`config.mk`:
```
export PLATFORM = sky130hd
export DESIGN_NAME = branch_predictor_bht
export DESIGN_NICKNAME = d
export VERILOG_FILES = /design/src/rtl/bp_pkg.sv /design/src/rtl/sat_counter2.sv /design/src/rtl/branch_predictor_bht.sv
export SDC_FILE = /design/constraint.sdc
export NUM_CORES = 1
export LEC_CHECK = 0
export CAP_MARGIN = 0
export CORE_AREA = 2 2 97 99
export CTS_BUF_LIST = sky130_fd_sc_hd__clkbuf_8
export DETAILED_ROUTE_END_ITERATION = 6
export DIE_AREA = 0 0 99 101
export GPL_TIMING_DRIVEN = 0
export HOLD_SLACK_MARGIN = 0.12
export PLACE_DENSITY = 0.88
export SYNTH_ARGS = -nofsm -noshare
export SYNTH_HDL_FRONTEND = slang
export SYNTH_HIERARCHICAL = 1
export SYNTH_SLANG_ARGS = --single-unit
```
`constraint.sdc`:
```
create_clock -name clk_i -period 4.8 [get_ports clk_i]
set_input_delay 0.48 -clock clk_i [delete_from_list [all_inputs] [get_ports clk_i]]
set_output_delay 0.48 -clock clk_i [all_outputs]
set_load 0.005 [all_outputs]
```
`src/rtl/bp_pkg.sv`:
```
// rtl/bp_pkg.sv - shared types, constants and saturating-step helper for the branch predictor
package bp_pkg;

    localparam int IDX_W_DEF = 4;

    typedef enum logic [1:0] {
        ST_SNT = 2'b00,
        ST_WNT = 2'b01,
        ST_WT  = 2'b10,
        ST_ST  = 2'b11
    } ctr_state_t;

    function automatic logic [1:0] sat_step(input logic [1:0] cur, input logic up);
        logic [1:0] nxt;
        nxt = cur;
        if (up) begin
            if (cur != ST_ST) nxt = cur + 2'd1;
        end else begin
            if (cur != ST_SNT) nxt = cur - 2'd1;
        end
        return nxt;
    endfunction

endpackage

```
`src/rtl/sat_counter2.sv`:
```
// rtl/sat_counter2.sv - one 2-bit saturating counter with enable, direction and sync active-low reset
import bp_pkg::*;

module sat_counter2 #(
    parameter logic [1:0] INIT = ST_WT
) (
    input  logic       clk,
    input  logic       rstn,
    input  logic       en,
    input  logic       up,
    output logic [1:0] state
);

    always_ff @(posedge clk) begin
        if (!rstn) begin
            state <= INIT;
        end else if (en) begin
            state <= sat_step(state, up);
        end
    end

endmodule

```
`src/rtl/branch_predictor_bht.sv`:
```
// rtl/branch_predictor_bht.sv - PC-indexed 2-bit BHT with perf counters; BP_GSHARE_EN adds gshare indexing
import bp_pkg::*;

module branch_predictor_bht #(
    parameter int         IDX_W      = IDX_W_DEF,
    parameter logic [1:0] INIT_STATE = 2'b10,
    parameter int         CNT_W      = 32
) (
    input  logic             clk_i,
    input  logic             rst_i,
    input  logic [31:0]      pc_i,
    input  logic             branch_i,
    output logic             predict_o,
    output logic [IDX_W-1:0] pred_idx_o,
    input  logic             upd_valid_i,
    input  logic [IDX_W-1:0] upd_idx_i,
    input  logic             upd_taken_i,
    input  logic             upd_predict_i,
    output logic [CNT_W-1:0] branch_cnt_o,
    output logic [CNT_W-1:0] mispred_cnt_o
);

    localparam int DEPTH = 1 << IDX_W;

    logic [IDX_W-1:0] idx;
    logic [1:0]       table_q [DEPTH];
    logic             unused_pc;

    assign unused_pc = ^{pc_i[31:IDX_W+2], pc_i[1:0]};

`ifdef BP_GSHARE_EN
    logic [IDX_W-1:0] ghr;

    always_ff @(posedge clk_i) begin
        if (!rst_i) begin
            ghr <= '0;
        end else if (upd_valid_i) begin
            ghr <= {ghr[IDX_W-2:0], upd_taken_i};
        end
    end

    assign idx = pc_i[IDX_W+1:2] ^ ghr;
`else
    assign idx = pc_i[IDX_W+1:2];
`endif

    // Training always uses the index returned from EX, never a recomputed one.
    for (genvar i = 0; i < DEPTH; i++) begin : g_entry
        sat_counter2 #(
            .INIT (INIT_STATE)
        ) u_ctr (
            .clk   (clk_i),
            .rstn  (rst_i),
            .en    (upd_valid_i && (upd_idx_i == IDX_W'(i))),
            .up    (upd_taken_i),
            .state (table_q[i])
        );
    end

    // Read-before-write: a same-cycle update shows up only after the edge.
    assign predict_o  = branch_i & table_q[idx][1];
    assign pred_idx_o = idx;

    always_ff @(posedge clk_i) begin
        if (!rst_i) begin
            branch_cnt_o  <= '0;
            mispred_cnt_o <= '0;
        end else if (upd_valid_i) begin
            if (branch_cnt_o != '1) branch_cnt_o <= branch_cnt_o + CNT_W'(1);
            if ((upd_taken_i != upd_predict_i) && (mispred_cnt_o != '1))
                mispred_cnt_o <= mispred_cnt_o + CNT_W'(1);
        end
    end

endmodule

```
==> run summary <==
Minimum clock period after layout: 3281 ps
Largest cells by area after synthesis: dfxtp_1 38%, a21oi_1 10%, mux2i_1 5.2%
Worst Skew: 8.118 ps
Net count after synthesis: 650
Max-cap violations: 0
Total GRT Usage: 26.28%
WS Path Type: in -> out
Synthesis-stage register bit count: 96
Bufs on Longest Clock Path: 2
Max Freq: 304.8 MHz
Syn_area_per_cell: 8.281 um2
Final Setup Violations: 0
PortBufs: 82
Maximum vdd ir drop: 154.9 uV
Layout cells sized above 1: 5.983%
First-pass DRT Iterations: 5
# diodes: 0
Number of synthesized flops with an enable pin: 0
Period utilization: 68.35%
CP required: 4320 ps
TNS Setup: 0 ps
Synth Cell Area: 0.005019 mm2
Placer Congestion: 0.9256
Clock sink count: 96
Core Rows: 35
Worst path max stage delay: 690 ps
Clock Latency Late Sink: 370 ps
Final Hold Vio Count: 0
Rel. slew slack: 34.81%
HPWL after detailed placement: 9232 um
Buf/Inv on CP: 2
Most common cell after layout, fill and taps aside: a21oi_1
RSZ-0062 raised after global routing: false
Drt wl/cell: 16.36 um
Largest net degree at the start of global routing: 66
# nets final: 743
Pins Over Slew Limit: 0
Hold_ws: 497.0 ps
Post-synthesis sequential area ratio: 38.29%
Vias in the first global route: 4,809
CP arrival: 2800 ps
Top delay family on crit path: buffers and inverters
Die area: 0.009999 mm2
Status: complete, no violations
Hold path cells: 2
Worst Reg-to-Reg Cells: 7
DR iter-0 viols: 408
Final Core Density: 68.79%
CTS root buf: clkbuf_8
WL final: 13,300 um
Worst path cell trace: clkdlybuf4s50_1, mux4_2, mux4_2, and2_1, clkdlybuf4s50_1
Placed Cells: 799
Area delta synth->final: 23.06%
Initial Util: 55.90%
CTS Buf Count: 9
# IOs: 111
Clock transition at path regs: 80 ps
Main synth FF type: dfxtp_1
Share of flip-flops with an asynchronous set or reset: 0%
Top-area cell type share of the netlist area: 38.29%
Synth Warn #: 6
# DRC: 0
Initial antenna violation count: 0
PwrDens: 255.6 mW/mm2
Global route overflow: 0
Netlist cell types: 47
Synth Instances: 606
# hold bufs at CTS: 0
Synth area leader: dfxtp_1
Crit path max-delay cell type: clkdlybuf4s50_1
Hold WC Path Type: reg -> reg
Core area: 0.008977 mm2
Setup crit start kind: primary input
Worst Tran Pin Value: 977.8 ps
Most frequent cells in the layout: 100 x a21oi_1, 96 x dfxtp_1, 80 x clkdlybuf4s50_1
Vias: 5,098
CTS tree: done
Critical path fanouts, max: 5
Number of H-tree levels: 3
ANT nets after route: 0
Vias per std cell: 6.271
CTS resizes: 0
CP endpoint kind: output pin
Setup bufs post-CTS: 0
First-pass GRT wire length: 21,740 um
Die H: 101 um
Die width: 99 um
P_leak: 0.001952 uW
CP Depth: 5
Non-filler cells, final: 813
worst min-delay path, cell delays in order, from the launching register on:
cell,delay (ps)
dfxtp_1,340
nand2_1,60
mux2i_1,50
cells in the mapped netlist (7+ instances only):
cell type	number
or3_1	27
inv_1	7
nor2b_1	16
o21ai_0	47
nor2_1	26
a21oi_1	100
clkbuf_1	10
nand2_1	38
and3_1	9
nand4_1	17
nand2b_1	28
dfxtp_1	96
o31ai_1	13
o21a_1	18
nor3_1	12
nand3_1	32
or4_1	13
mux2i_1	26
nor4_1	9
where the power goes:
group / switching [uW] / total, uW / internal (uW)
logic: 73.0 / 148 / 74.8
registers: 31.1 / 855 / 824
clock network: 275 / 576 / 301
total: 379 / 1580 / 1200
registers in the layout (all words and copies together), names as in the netlist:
name / count
branch_cnt_o: 32
mispred_cnt_o: 32
g_entry.u_ctr/state: 32
through the flow:
step | power [uW] | cell area, um2 | setup slack [ps]
3_3_place_gp | 1010 | 5978 | 856.8
2_1_floorplan | 955.6 | 5019 | 2718
4_1_cts | 1586 | 6181 | 1492
6_report | 1579 | 6176 | 1519
3_5_place_dp | 1020 | 5973 | 1489
5_1_grt | 1631 | 6176 | 1421
worst paths after layout:
| path | startpoint | endpoint | slack (ps) |
|---|---|---|---|
| worst min-delay path | mispred_cnt_o[13] | mispred_cnt_o[13] | 500 |
| worst max-delay path | pc_i[2] | predict_o | 1520 |
| worst min register to register | mispred_cnt_o[13] | mispred_cnt_o[13] | 500 |
| worst max register to register | branch_cnt_o[0] | branch_cnt_o[18] | 2360 |
layer usage:
metal | global-route usage, % | routed length (um)
met5 | 0 | 0
met1 | 32.27 | 5620
met4 | 10.75 | 240
met2 | 45.32 | 6647
met3 | 5.062 | 792
kinds of logic after synthesis:
group,after synthesis,share of synthesized area (%)
AOI/OAI and AO/OA,197,22.46
buffers and inverters,29,2.668
muxes,31,7.430
and+or+nand+nor,246,27.77
DFF,96,38.29
adders and majority gates,2,0.4985
xor gates and xnor gates,5,0.8726
cell type report:
type	count	area (um2)
clock inverters	4	70.07
clock buffers	10	137.6
flip-flops and latches	96	1922
repair buffers	82	810.8
well taps	111	138.9
fillers	716	2801
multi-input cells	481	2963
inverters	8	30.03
plain buffers	21	103.9
Power figures use the tool's default switching activity.
==> patch, RTL diff (same flow settings) <==
Register the inputs `branch_i`, `upd_idx_i` and `upd_predict_i` before use. The logic sees them one clock later. The other inputs are not delayed to match.
--- a/src/rtl/branch_predictor_bht.sv
+++ b/src/rtl/branch_predictor_bht.sv
@@ -21,6 +21,16 @@
 );
 
     localparam int DEPTH = 1 << IDX_W;
+
+    logic branch_q;
+    logic [IDX_W-1:0] upd_idx_q;
+    logic upd_predict_q;
+
+    always_ff @(posedge clk_i) begin
+        branch_q      <= branch_i;
+        upd_idx_q     <= upd_idx_i;
+        upd_predict_q <= upd_predict_i;
+    end
 
     logic [IDX_W-1:0] idx;
     logic [1:0]       table_q [DEPTH];
@@ -51,14 +61,14 @@
         ) u_ctr (
             .clk   (clk_i),
             .rstn  (rst_i),
-            .en    (upd_valid_i && (upd_idx_i == IDX_W'(i))),
+            .en    (upd_valid_i && (upd_idx_q == IDX_W'(i))),
             .up    (upd_taken_i),
             .state (table_q[i])
         );
     end
 
     // Read-before-write: a same-cycle update shows up only after the edge.
-    assign predict_o  = branch_i & table_q[idx][1];
+    assign predict_o  = branch_q & table_q[idx][1];
     assign pred_idx_o = idx;
 
     always_ff @(posedge clk_i) begin
@@ -67,7 +77,7 @@
             mispred_cnt_o <= '0;
         end else if (upd_valid_i) begin
             if (branch_cnt_o != '1) branch_cnt_o <= branch_cnt_o + CNT_W'(1);
-            if ((upd_taken_i != upd_predict_i) && (mispred_cnt_o != '1))
+            if ((upd_taken_i != upd_predict_q) && (mispred_cnt_o != '1))
                 mispred_cnt_o <= mispred_cnt_o + CNT_W'(1);
         end
     end
Formal check against the unedited RTL: not equivalent (Yosys sat finds a counterexample within 4 cycles, from zero or initial values and one cycle with rst_i low).
==> patch against the unedited design <==
- die area unchanged
- design area rose by 2.1%
- clock skew rose by 0.0041 ns
- non-clock buffer count rose by 3
- routed wire length is 1.1% higher
- area after synthesis rose by 3.1%
- sequential power up 6.5%
- sequential cell count grew 6
- via count about the same
- highest routed layer unchanged
- worst setup slack better by 0.0047 ns
- worst hold slack got worse by 0.0034 ns
- final cell count up 0.37%
- total power is 0.25% lower
- critical path type unchanged
==> patch: results (changes against the unedited design) <==
{| class="wikitable"
! Metric !! Value
|-
| Result of the run || finished, final reports clean
|-
| Leakage component of the power || 2.03 nW (+3.9%)
|-
| Wire length on met2 || 6690 µm (+0.63%)
|-
| Parity-gate share of the synthesized area counting xor and xnor cells || 2.71% (+1.8 points)
|-
| First-pass GRT wire length || 22,100 µm (+1.7%)
|-
| Setup slack on the worst flop-to-flop path || 2.40 ns (+0.04 ns)
|-
| Placed inst area || 6130 µm² (+2.6%)
|-
| Min-Delay Endpoint || mispred_cnt_o[11]
|-
| Portion of the post-synthesis area used by sequential elements || 39.5% (+1.2 points)
|-
| Compound-gate portion of the synthesized area || 19.5% (-3.0 points)
|-
| Critical register-to-register path startpoint || mispred_cnt_o[24]
|-
| Top cell types by occurrence after synthesis || 102 x sky130_fd_sc_hd__dfxtp_1, 92 x sky130_fd_sc_hd__a21oi_1, 40 x sky130_fd_sc_hd__nand2_1, 34 x sky130_fd_sc_hd__nand2b_1, 33 x sky130_fd_sc_hd__nor2_1
|-
| Met3 routed wirelength || 814 µm (+2.8%)
|-
| Met1 track demand over resource in global routing || 32.2% (-0.060 points)
|-
| Post-CTS clock slew at the launch and capture registers of the worst setup and hold paths || 0.10 ns (+0.02 ns)
|-
| Synthesized-area fraction occupied by adder cells || 0.484% (-0.015 points)
|-
| Number of nets in the finished design || 744 (+0.13%)
|-
| Synthesized Nets || 651 (+0.15%)
|-
| Total vias in the final route || 5,102 (+0.078%)
|-
| Iteration-0 DRC count of the detailed router || 300 (-26%)
|-
| Maximum clock skew at final layout || 0.0122 ns (+0.00405 ns)
|-
| Met3 global-route usage || 6.17% (+1.1 points)
|-
| Hold wc startpoint || mispred_cnt_o[11]
|-
| Minimum period implied by the final worst setup slack || 3.28 ns (-0.00465 ns)
|-
| Final Wtd Congestion || 0.860 (-7.1%)
|-
| Met1 layer wirelength in the final routing || 5700 µm (+1.3%)
|-
| DP Wirelength || 9480 µm (+2.7%)
|-
| Global Route Usage Sum || 27.2% (+0.91 points)
|-
| Layout cells sized above 1 || 5.39% (-0.59 points)
|-
| Worst-case vdd ir drop || 168 µV (+8.4%)
|-
| Wire length per cell after detailed routing || 16.5 µm (+0.71%)
|-
| Top area cells in the synthesized netlist || sky130_fd_sc_hd__dfxtp_1 39%, sky130_fd_sc_hd__a21oi_1 8.9%, sky130_fd_sc_hd__mux2i_1 6.2%
|-
| Mux cell area share after synthesis || 8.37% (+0.94 points)
|-
| Data arrival time of the critical path || 2.80 ns (about the same)
|-
| Worst R2R End || mispred_cnt_o[7]
|}
patch: critical path: cells and delay by family:
kind | cells | cell delay [ns]
and+or+nand+nor | 1 | 0.16
buffers and inverters | 2 | 1.12
muxes | 2 | 1.04
patch: layout make-up:
cell class,count,area (µm²),share of cell area [%]
flip-flops and latches,102,2040,32.4
multi-input cells,470,2970,47.1
repair buffers,82,816,12.9
inverters,11,41.3,0.655
plain buffers,24,116,1.84
well taps,111,139,2.20
clock inverters,7,56.3,0.893
clock buffers,9,124,1.96
patch: stage by stage:
step	hold WS, ns	cells
after detailed placement	0.480	800
after floorplan	0.467	607
after CTS	0.498	816
after global placement	0.467	800
after global routing	0.520	816
final	0.494	816
patch: power breakdown:
group	internal, mW	leakage [nW]	total (mW)	switching (mW)
clock	0.195	0.0906	0.514	0.319
combinational	0.0756	1.11	0.150	0.0743
sequential	0.877	0.828	0.911	0.0339
total	1.15	2.03	1.57	0.427
